===== src/rtl/seg7_scan_mux_if.sv =====
// seg7_scan_mux_if: connection bundle between a digit source and the
// 7-segment scan multiplexer.
//   enable      : scanning enable (source -> mux)
//   digits_in   : packed segment patterns, digit k at [8k+7:8k] (source -> mux)
//   seg         : shared segment bus, physical polarity (mux -> display)
//   dig_en      : one-hot digit enable, physical polarity (mux -> display)
//   frame_start : one-cycle pulse at the start of digit 0's slot (mux -> source)
interface seg7_scan_mux_if #(
  parameter int NUM_DIGITS = 3
);
  logic                    enable;
  logic [8*NUM_DIGITS-1:0] digits_in;
  logic [7:0]              seg;
  logic [NUM_DIGITS-1:0]   dig_en;
  logic                    frame_start;

  modport master (
    output enable,
    output digits_in,
    input  seg,
    input  dig_en,
    input  frame_start
  );

  modport slave (
    input  enable,
    input  digits_in,
    output seg,
    output dig_en,
    output frame_start
  );
endinterface


===== src/rtl/seg7_scan_mux.sv =====
// seg7_scan_mux: time-multiplexes NUM_DIGITS segment patterns onto one
// shared segment bus with per-digit enables. Every slot of CLK_DIV cycles
// begins with BLANK_CYCLES of darkness to avoid ghosting; all digits are
// snapshotted at frame start so a rippling counter upstream cannot tear.
// Ports:
//   clk   : rising-edge clock
//   rst_n : asynchronous active-low reset (outputs go dark immediately)
//   bus   : seg7_scan_mux_if.slave (enable, digits_in in; seg, dig_en,
//           frame_start out, all outputs registered)
module seg7_scan_mux #(
  parameter int NUM_DIGITS     = 3,
  parameter int CLK_DIV        = 1000,
  parameter int BLANK_CYCLES   = 50,
  parameter int SEG_ACTIVE_LOW = 0,
  parameter int DIG_ACTIVE_LOW = 0
) (
  input  logic             clk,
  input  logic             rst_n,
  seg7_scan_mux_if.slave   bus
);

  localparam int CNT_W  = $clog2(CLK_DIV);
  localparam int IDX_W  = (NUM_DIGITS > 1) ? $clog2(NUM_DIGITS) : 1;
  localparam int SNAP_W = 8 * NUM_DIGITS;

  localparam logic [CNT_W-1:0] CNT_MAX = CNT_W'(CLK_DIV - 1);
  localparam logic [IDX_W-1:0] IDX_MAX = IDX_W'(NUM_DIGITS - 1);

  // Inactive levels after polarity; XOR with these applies the polarity.
  localparam logic [7:0] SEG_OFF =
    (SEG_ACTIVE_LOW != 0) ? 8'hFF : 8'h00;
  localparam logic [NUM_DIGITS-1:0] DIG_OFF =
    (DIG_ACTIVE_LOW != 0) ? {NUM_DIGITS{1'b1}} : {NUM_DIGITS{1'b0}};
  localparam logic [NUM_DIGITS-1:0] DIG_ONE = NUM_DIGITS'(1);

  logic [CNT_W-1:0]      cnt_q, cnt_d;
  logic [IDX_W-1:0]      idx_q, idx_d;
  logic [SNAP_W-1:0]     snap_q, snap_d;
  logic [7:0]            seg_q, seg_d;
  logic [NUM_DIGITS-1:0] dig_q, dig_d;
  logic                  fs_q, fs_d;

  logic                  frame_start_s;
  logic                  blank_s;
  logic [7:0]            show_seg_s;

  // With no blanking the compare would be against zero, so drop it entirely.
  if (BLANK_CYCLES > 0) begin : g_blank
    assign blank_s = (cnt_q < CNT_W'(BLANK_CYCLES));
  end else begin : g_noblank
    assign blank_s = 1'b0;
  end

  assign frame_start_s = bus.enable && (cnt_q == '0) && (idx_q == '0);

  // Use the freshly captured pattern on the frame-start cycle itself, so a
  // zero-blank digit 0 already shows this frame's data.
  assign show_seg_s = snap_d[{idx_q, 3'b000} +: 8];

  // Slot counter, digit index, snapshot and output next-state.
  always_comb begin
    cnt_d  = cnt_q;
    idx_d  = idx_q;
    snap_d = snap_q;
    seg_d  = SEG_OFF;
    dig_d  = DIG_OFF;
    fs_d   = 1'b0;
    if (!bus.enable) begin
      cnt_d = '0;
      idx_d = '0;
    end else begin
      if (cnt_q == CNT_MAX) begin
        cnt_d = '0;
        if (idx_q == IDX_MAX) begin
          idx_d = '0;
        end else begin
          idx_d = idx_q + IDX_W'(1);
        end
      end else begin
        cnt_d = cnt_q + CNT_W'(1);
      end
      if (frame_start_s) begin
        snap_d = bus.digits_in;
      end else begin
        snap_d = snap_q;
      end
      fs_d = frame_start_s;
      if (blank_s) begin
        seg_d = SEG_OFF;
        dig_d = DIG_OFF;
      end else begin
        seg_d = show_seg_s ^ SEG_OFF;
        dig_d = (DIG_ONE << idx_q) ^ DIG_OFF;
      end
    end
  end

  // State and registered outputs; reset drives the display dark at once.
  always_ff @(posedge clk or negedge rst_n) begin
    if (!rst_n) begin
      cnt_q  <= '0;
      idx_q  <= '0;
      snap_q <= '0;
      seg_q  <= SEG_OFF;
      dig_q  <= DIG_OFF;
      fs_q   <= 1'b0;
    end else begin
      cnt_q  <= cnt_d;
      idx_q  <= idx_d;
      snap_q <= snap_d;
      seg_q  <= seg_d;
      dig_q  <= dig_d;
      fs_q   <= fs_d;
    end
  end

  assign bus.seg         = seg_q;
  assign bus.dig_en      = dig_q;
  assign bus.frame_start = fs_q;

endmodule


===== src/flat_wrapper.sv =====
// flat-port wrapper written by rule: the top's interface ports become plain ports
module seg7_scan_mux_flat 
#(
  parameter int NUM_DIGITS     = 3,
  parameter int CLK_DIV        = 1000,
  parameter int BLANK_CYCLES   = 50,
  parameter int SEG_ACTIVE_LOW = 0,
  parameter int DIG_ACTIVE_LOW = 0
)
  (clk, rst_n, bus_enable, bus_digits_in, bus_seg, bus_dig_en, bus_frame_start);
  seg7_scan_mux_if #(.NUM_DIGITS(NUM_DIGITS)) bus_i ();
  input  logic clk;
  input  logic rst_n;
  input wire logic [$bits(bus_i.enable)-1:0] bus_enable;
  input wire logic [$bits(bus_i.digits_in)-1:0] bus_digits_in;
  output wire logic [$bits(bus_i.seg)-1:0] bus_seg;
  output wire logic [$bits(bus_i.dig_en)-1:0] bus_dig_en;
  output wire logic [$bits(bus_i.frame_start)-1:0] bus_frame_start;
  assign bus_i.enable = bus_enable;
  assign bus_i.digits_in = bus_digits_in;
  assign bus_seg = bus_i.seg;
  assign bus_dig_en = bus_i.dig_en;
  assign bus_frame_start = bus_i.frame_start;
  seg7_scan_mux #(.NUM_DIGITS(NUM_DIGITS), .CLK_DIV(CLK_DIV), .BLANK_CYCLES(BLANK_CYCLES), .SEG_ACTIVE_LOW(SEG_ACTIVE_LOW), .DIG_ACTIVE_LOW(DIG_ACTIVE_LOW)) u_core (.clk(clk), .rst_n(rst_n), .bus(bus_i));
endmodule

===== config.mk =====
export PLATFORM = sky130hd
export DESIGN_NAME = seg7_scan_mux_flat
export DESIGN_NICKNAME = d
export VERILOG_FILES = /design/src/rtl/seg7_scan_mux_if.sv /design/src/rtl/seg7_scan_mux.sv /design/src/flat_wrapper.sv
export SDC_FILE = /design/constraint.sdc
export NUM_CORES = 1
export LEC_CHECK = 0
export BUFFER_PORTS_ARGS = -buffer_cell sky130_fd_sc_hd__clkbuf_2
export CAP_MARGIN = 20
export CORE_ASPECT_RATIO = 1.5
export CORE_MARGIN = 4
export CORE_UTILIZATION = 43
export DETAILED_ROUTE_END_ITERATION = 10
export GPL_TIMING_DRIVEN = 0
export PLACE_DENSITY = 0.7
export SYNTH_ARGS = -nofsm -noshare
export SYNTH_HDL_FRONTEND = slang
export SYNTH_SLANG_ARGS = --single-unit

===== constraint.sdc =====
create_clock -name clk -period 2.4 [get_ports clk]
set_input_delay 0.36 -clock clk [delete_from_list [all_inputs] [get_ports clk]]
set_output_delay 0.36 -clock clk [all_outputs]
set_load 0.01 [all_outputs]

Word level (Yosys, flattened, before mapping) --
Index checks and enable logic that the tools add are counted.
Storage, ports and cells: flip-flop bits (word level) 48, bits in latches 0, bits in writable memories 0, ROM bits 0, input bits 27, memories kept 0
Cells by class: add/subtract/negate cells 2, multiply operators 0, div/mod/pow operators 0, magnitude comparators 1, equal/unequal tests 3, shift-type cells 2, multiplexer cells 12, bitwise operators 0, reduce and logical (&&, ||, !) cells 4
Operators by type and width (number):
- 2-to-1 mux 24 bit | 2
- indexed part select 24 x 6 -> 8 bit | 1
- 2-to-1 mux 10 bit | 2
- 2-to-1 mux 8 bit | 2
- adder 10 x 1 -> 10 bit (second input constant) | 1
- equality test 10 bit (second input constant) | 1
- logical NOT 10 bit | 1
- less-than comparator 10 x 6 -> 1 bit (second input constant) | 1
- 2-to-1 mux 2 bit | 3
- 2-to-1 mux 3 bit | 2
- << shifter 1 x 2 -> 3 bit (first input constant) | 1
- adder 2 x 1 -> 2 bit (second input constant) | 1
- equality test 2 bit (second input constant) | 1
- logical AND 1 bit | 2
- logical NOT 2 bit | 1
- != test 2 x 1 -> 1 bit (second input constant) | 1
- 2-to-1 mux 1 bit | 1

Depth between registers and ports, before layout --
Gate-level depths: netlist (run 1).
depth in word-level cells 8, depth in mapped cells 9, mapped depth without buffers 6

Least setup slack after synthesis (run 1) --
No wires, ideal clock.
path type register to register, start point reg u_core.cnt_q[0], end point reg u_core.seg_q[0] (netlist: u_core.bus.seg[0]), arrival 1.960 ns, required time 2.265 ns, setup slack 0.305 ns, cell stages (with the launch flop) 10, buffers on the path 3, period minus slack after synthesis 2.095 ns, cell sequence dfrtp_1 > inv_1 > ha_1 > or4bb_1 > buf_2 > nor3_4 > buf_6 > buf_12 > mux2i_1 > o221ai_2
On the way: cells in the longest elaborated chain, start to end 8
RTL lines:
- from (decl) | RTL line seg7_scan_mux.sv:36 | logic [CNT_W-1:0] cnt_q, cnt_d;
- from (signal assigned) | RTL line seg7_scan_mux.sv:108 | cnt_q <= cnt_d;
- logical NOT 10 bit | RTL line seg7_scan_mux.sv:54 | assign frame_start_s = bus.enable && (cnt_q == '0) && (idx_q == '0);
- logical AND 1 bit (2 in series) | RTL line seg7_scan_mux.sv:54
- 2-to-1 mux 24 bit | RTL line seg7_scan_mux.sv:82 | if (frame_start_s) begin
- 2-to-1 mux 24 bit | RTL line seg7_scan_mux.sv:68 | if (!bus.enable) begin
- indexed part select 24 x 6 -> 8 bit | RTL line seg7_scan_mux.sv:58 | assign show_seg_s = snap_d[{idx_q, 3'b000} +: 8];
- 2-to-1 mux 8 bit * | RTL line seg7_scan_mux.sv:88 | if (blank_s) begin
- 2-to-1 mux 8 bit * | RTL line seg7_scan_mux.sv:68
- via u_core.seg_d[0] | RTL line seg7_scan_mux.sv:39 | logic [7:0] seg_q, seg_d;
- to (signal assigned) | RTL line seg7_scan_mux.sv:111 | seg_q <= seg_d;
- to (decl) | RTL line seg7_scan_mux.sv:39
Mark *: on every way through the listed nets, which the timed path passes. The rest lies on a longest branch. A chain may end at the register's enable or synchronous reset.

Worst setup path in the final report (run 1) --
Ends and elaborated chain as after synthesis.

==> results of run 1 <==
==> per-stage QoR <==
stage	instances	setup slack, ns	util, %
after CTS	308	0.00487	53.3
after floorplan	195	0.305	-
final	311	0.106	54.2
after detailed placement	300	0.0164	50.9
after global placement	299	0.105	50.5
after global routing	311	0.00819	54.2
==> where the power goes <==
part / internal [W] / switching [W] / total, W
Combinational: 0.000139 / 0.000138 / 0.000276
Clock: 0.000314 / 0.000275 / 0.000588
Sequential: 0.000908 / 0.0000321 / 0.000940
Total: 0.00136 / 0.000444 / 0.00180
==> cells in the mapped netlist <==
| library cell | count | area share (%) |
|---|---|---|
| buf_2 | 5 | 1.1 |
| buf_12 | 1 | 0.91 |
| o31a_1 | 8 | 3.2 |
| o311a_1 | 1 | 0.46 |
| nand2_1 | 8 | 1.4 |
| o221ai_1 | 7 | 2.8 |
| nand4b_1 | 1 | 0.40 |
| nor2_1 | 10 | 1.7 |
| o21a_1 | 1 | 0.34 |
| nand3_1 | 2 | 0.46 |
| inv_1 | 29 | 5.0 |
| or4_1 | 1 | 0.34 |
| nor3_1 | 3 | 0.68 |
| nand4_1 | 1 | 0.29 |
| nor3_4 | 1 | 0.74 |
| nor4_1 | 8 | 2.3 |
| and3_1 | 1 | 0.29 |
| buf_6 | 2 | 1.0 |
| nor2b_1 | 3 | 0.86 |
| and2_1 | 2 | 0.57 |
| or3_1 | 1 | 0.29 |
| clkbuf_1 | 3 | 0.51 |
| or4bb_1 | 1 | 0.51 |
| xor2_1 | 2 | 0.80 |
| or4_4 | 1 | 0.51 |
| and2b_1 | 1 | 0.34 |
| xnor2_1 | 6 | 2.4 |
| o211ai_1 | 8 | 2.7 |
| or2_2 | 8 | 2.3 |
| mux2i_1 | 18 | 8.2 |
| o221ai_2 | 1 | 0.68 |
| ha_1 | 2 | 1.1 |
| dfrtp_1 | 48 | 55 |
==> worst paths after layout <==
path / from / endpoint / cells after the start
hold reg to reg: u_core.snap_q[11] / u_core.snap_q[11] / 2
min in group clk: bus_digits_in[7] / u_core.snap_q[7] / 3
setup reg to reg: u_core.cnt_q[0] / u_core.bus.seg[0] / 9
hold / removal: rst_n / u_core.bus.seg[7] / 1
max in group asynchronous: rst_n / u_core.snap_q[2] / 2
setup / recovery: u_core.cnt_q[0] / u_core.bus.seg[0] / 9
==> routing by layer <==
metal	up-vias	track usage, %
li1	765	-
met2	31	27.5
met1	726	17.2
met4	0	6.78
met5	-	0
met3	9	3.18
==> timing repair <==
item                       4_1_cts  5_1_grt
buffers inserted                 0        3
setup endpoints to repair        1        8
gates resized for setup          1        5
==> area by class of cell <==
class / instances / share of cell area, %
Buffer: 11 / 3.02
Clock buffer: 5 / 2.60
Clock inverter: 3 / 1.75
Inverter: 29 / 4.11
Multi-Input combinational cell: 107 / 30.8
Sequential cell: 48 / 45.3
Tap cell: 66 / 3.12
Timing Repair Buffer: 42 / 9.26
==> registers in the layout (all words and copies together), names as in the netlist <==
name and flops:
u_core.cnt_q 10, u_core.idx_q 2, u_core.bus.frame_start 1, u_core.snap_q 24, u_core.bus.seg 8, u_core.bus.dig_en 3
==> logic make-up (layout without fill, tap and decap cells) <==
group | Yosys count | count (layout)
buffers and inverters | 40 | 90
and+or+nand+nor | 53 | 53
muxes | 18 | 18
adders and majority gates | 2 | 2
xor gates and xnor gates | 8 | 8
DFF | 48 | 48
AOI/OAI and AO/OA | 26 | 26
==> impl_metrics.yaml, run 1 <==
sta:
  clock_skew_ns: 0.00651
  max-slew-margin-rel_pct: 60.2
  drv_slew: 0
  fmax_mhz: 436
  finalSetupTns_ns: 0
  hold-worst-slack_ns: 0.0451
  fin_crit_sh_pct: 95.6
  setup_viol: 0
  rsz0062_at_grt: "false"
  fin_crit_ns: 2.29
  hold_viol: 0
  worst_slew_pin_slew_ns: 0.598
die:
  core_mm2: 0.00489
  pin_count: 39
  start_util_pct: 44.9
  chipHeight_um: 95.5
  die_x_um: 66.3
  die_area_mm2: 0.00633
  rows: 31
clock_network:
  path_clk_slew_ns: 0.09
  holdBufCountCts: 0
  insertion_delay_ns: 0.30
  root_buffer: "clkbuf_8"
  htree_levels: 2
  numCtsBuffers: 5
  tritoncts: "yes"
  clockBufferDepth: 2
  clock-sinks: 48
drt:
  first_iter_violations: 23
  met2WireLength_um: 2210
  first_pass_iters: 4
  drt-total-wl_um: 4230
  wl_per_cell_um: 13.6
  routed.top_layer: "met4"
  postRouteAntennaNets: 0
  vias: 1531
  vias_per_cell: 4.92
  drc: 0
  m1WireLength_um: 1730
  met3_length_um: 164
place:
  dp_hpwl_um: 3150
  dpl-instance-area_mm2: 0.00249
  io_buffers: 38
  gp_congestion: 0.860
worst_hold_path:
  hp-class: "input pin to asynchronous set/reset pin"
synthesis:
  synthMuxAreaShare_pct: 8.21
  synth_cells: 195
  yosysWarnings: 0
  synth_area_mm2: 0.00219
  synthAdderAreaFrac_pct: 1.14
  synthSimpleGateAreaFrac_pct: 13.9
  synth_top_family_by_area: "simple AND/OR/NAND/NOR gates"
  avgSynthCellArea_um2: 11.2
  synth_nets: 224
  synthDistinctLibCells: 33
  ys_ff_latch: 48
  synth_compound_area_share_pct: 10.2
  synth-seq-area-share_pct: 54.8
  synth-xor-area-share_pct: 3.19
worst_setup_path:
  cp_top_family: "simple AND/OR/NAND/NOR gates"
  start_kind: "register"
  end_kind: "register"
  path_class: "register to register"
  slowest_stage: "or4bb_1"
  path_buf_inv: 4
  critPathMaxFanout: 10
  arrival_ns: 2.47
  cpPeakStageDelay_ns: 0.49
  crit_required_ns: 2.58
  cp_cell_sequence: "inv_1 -> ha_1 -> or4bb_1 -> buf_2 -> nor3_4 -> buf_6 -> buf_12 -> mux2i_2 -> o221ai_2"
  ff2ff_setup_slack_ns: 0.11
flow_run:
  max_cap_viol_count: 0
cells_and_area:
  fillCellCount: 465
  num-nets-final: 273
  multi_input_area_um2: 816
  regArea_mm2: 0.00120
  n_antenna_cell: 0
  fin_area_mm2: 0.00265
  layout-drive-gt1-share_pct: 29.8
  final_cell_mix: "48 x dfrtp_1, 38 x clkbuf_2, 29 x inv_1"
  layout_commonest_cell: "dfrtp_1"
  area_growth_pct: 20.8
power_and_ir_drop:
  power.density_mw_per_mm2: 681
  p_leak_nw: 1.37
  ir_drop_uv: 415
  p_total_w: 0.00180
global_routing:
  grt_max_degree: 26
  grt_pass1_wl_um: 7300
  grt-ovfl-total: 0
  grt_antenna_before_repair: 0
  grt_pass1_vias: 1620
  track_usage_pct: 15.4
status:
  status: "complete, no violations"
Power figures use the tool's default switching activity.
==> run 2, diff against run 1 <==
--- a/config.mk
+++ b/config.mk
@@ -9,10 +9,11 @@
 export CAP_MARGIN = 20
 export CORE_ASPECT_RATIO = 1.5
 export CORE_MARGIN = 4
-export CORE_UTILIZATION = 43
+export CORE_UTILIZATION = 45
 export DETAILED_ROUTE_END_ITERATION = 10
 export GPL_TIMING_DRIVEN = 0
-export PLACE_DENSITY = 0.7
+export PLACE_DENSITY = 0.72
+export SKIP_CTS_REPAIR_TIMING = 1
 export SYNTH_ARGS = -nofsm -noshare
 export SYNTH_HDL_FRONTEND = slang
 export SYNTH_SLANG_ARGS = --single-unit
==> run 2 against run 1 <==
Net effect: clock power down 3.6%; global-route usage grew 0.24 points; final cell count decreased by 0.32%; wire length grew 2.6%; register-to-register slack better by 0.04 ns; core utilization up 3.3 points; sequential power barely moved; power decreased by 0.58%; sequential share of layout area decreased by 0.086 points; critical endpoint is now u_core.bus.seg[7]; largest power group unchanged; highest routed layer unchanged.
==> impl_metrics.yaml, run 2 (synthesized netlist as in run 1, its figures left out) <==
cells_and_area:
  largest_reg_flops: 24
  layout-drive-gt1-share_pct: 30.5
  regMostFlops: "u_core.snap_q"
  stdcell_count: 310
  layout_commonest_cell: "dfrtp_1"
  area_growth_pct: 21.0
  n_antenna_cell: 0
  final_cell_mix: "48 x dfrtp_1, 38 x clkbuf_2, 29 x inv_1"
  num-nets-final: 274
place:
  placed_cells: 298
  io_buffers: 38
  dp_hpwl_um: 3090
  gp_congestion: 0.792
worst_setup_path:
  end_kind: "register"
  worstSetupStartpoint: "u_core.cnt_q[0]"
  arrival_ns: 2.40
  path_class: "register to register"
  critPathMaxFanout: 10
  slowest_stage: "or4bb_1"
  crit_required_ns: 2.55
  crit_top_cell: "buf_2"
  cpPeakStageDelay_ns: 0.46
  start_kind: "register"
  r2r-start: "u_core.cnt_q[0]"
  cp_cell_sequence: "inv_1 -> ha_1 -> or4bb_1 -> buf_2 -> buf_2 -> o31a_1 -> o211ai_1 -> o221ai_1"
clock_network:
  insertion_delay_ns: 0.30
  root_buffer: "clkbuf_8"
  clockBufferDepth: 2
  numCtsBuffers: 5
  tritoncts: "yes"
  path_clk_slew_ns: 0.08
  clock-sinks: 48
  htree_levels: 2
drt:
  drt-total-wl_um: 4340
  drc: 0
  vias: 1573
  postRouteAntennaNets: 0
  first_pass_iters: 4
  wl_per_cell_um: 14.0
  vias_per_cell: 5.07
  first_iter_violations: 33
die:
  start_util_pct: 47.5
  core_mm2: 0.00462
  die_x_um: 65.0
  pin_count: 39
  die_area_mm2: 0.00608
  chipHeight_um: 93.5
  rows: 30
sta:
  rsz0062_at_grt: "false"
  finalSetupTns_ns: 0
  setup_viol: 0
  drv_slew: 0
  worst_slew_pin_slew_ns: 0.543
  fin_crit_sh_pct: 93.8
  clock_skew_ns: 0.00346
  fmax_mhz: 444
  max-slew-margin-rel_pct: 63.8
  fin_crit_ns: 2.25
  hold_viol: 0
worst_hold_path:
  hp-class: "input pin to asynchronous set/reset pin"
power_and_ir_drop:
  p_leak_nw: 1.37
  ir_drop_uv: 343
  power.density_mw_per_mm2: 676
global_routing:
  track_usage_pct: 15.6
  grt_pass1_vias: 1608
  grt_max_degree: 29
  grt-ovfl-total: 0
  grt_antenna_before_repair: 0
  grt_pass1_wl_um: 7320
flow_run:
  max_cap_viol_count: 0
status:
  status: "complete, no violations"
[run 2: changes by cell type in the layout (fill, tap and decap cells not counted)]
cell / change
clkbuf_1: +1
buf_4: +1
mux2i_1: -2
clkinv_2: +1
clkinvlp_4: -1
inv_6: -1
mux2i_2: +2
[run 2: final timing paths]
path	slack [ns]	cells past startpoint	endpoint
setup / recovery	0.15	8	u_core.bus.seg[7]
hold / removal	0.03	1	u_core.snap_q[0]
setup reg to reg	0.15	8	u_core.bus.seg[7]
hold reg to reg	0.48	2	u_core.snap_q[12]
max in group asynchronous	1.84	2	u_core.cnt_q[5]
min in group clk	0.29	3	u_core.snap_q[11]
[run 2: metrics by stage]
step	area (um^2)	total power (W)	util, %	hold WS, ns	setup WS (ns)
floorplan	2190	0.00113	-	0.0644	0.305
global placement	2460	0.00119	53.4	0.460	0.106
detailed placement	2480	0.00121	53.8	0.364	0.0808
CTS	2590	0.00178	56.1	0.0378	0.0527
global route	2650	0.00189	57.5	0.0602	0.00516
finish	2650	0.00179	57.5	0.0327	0.150
[run 2: worst max-delay path: cells and delay by family (launching register included)]
| family | cells | cell delay (ns) |
|---|---|---|
| adder cells (fa/ha/maj) | 1 | 0.13 |
| buffers and inverters | 3 | 0.46 |
| flip-flops | 1 | 0.42 |
| AND/OR/NAND/NOR | 1 | 0.46 |
| AO/OA/AOI/OAI | 3 | 0.64 |
[run 2: power by group]
part	switching (W)	internal (W)	total, W
Sequential	0.0000339	0.000908	0.000942
Clock	0.000258	0.000309	0.000567
Combinational	0.000141	0.000144	0.000285
Total	0.000433	0.00136	0.00179
[run 2: layout make-up]
cell class	count	area, um^2
clock buffer	6	72.6
tap	64	80.1
clock inverter	2	35.0
fill	425	1960
multi-input combinational	107	823
inverter	29	109
timing repair buffer	43	253
sequential	48	1200
buffer	11	80.1
[run 2: per-layer routing]
metal	wire length [um]	global-route usage, %	up-vias
met3	179	2.88	9
li1	-	-	765
met1	1780	18.6	759
met2	2280	27.1	40
met5	0	0	-
met4	91	6.70	0
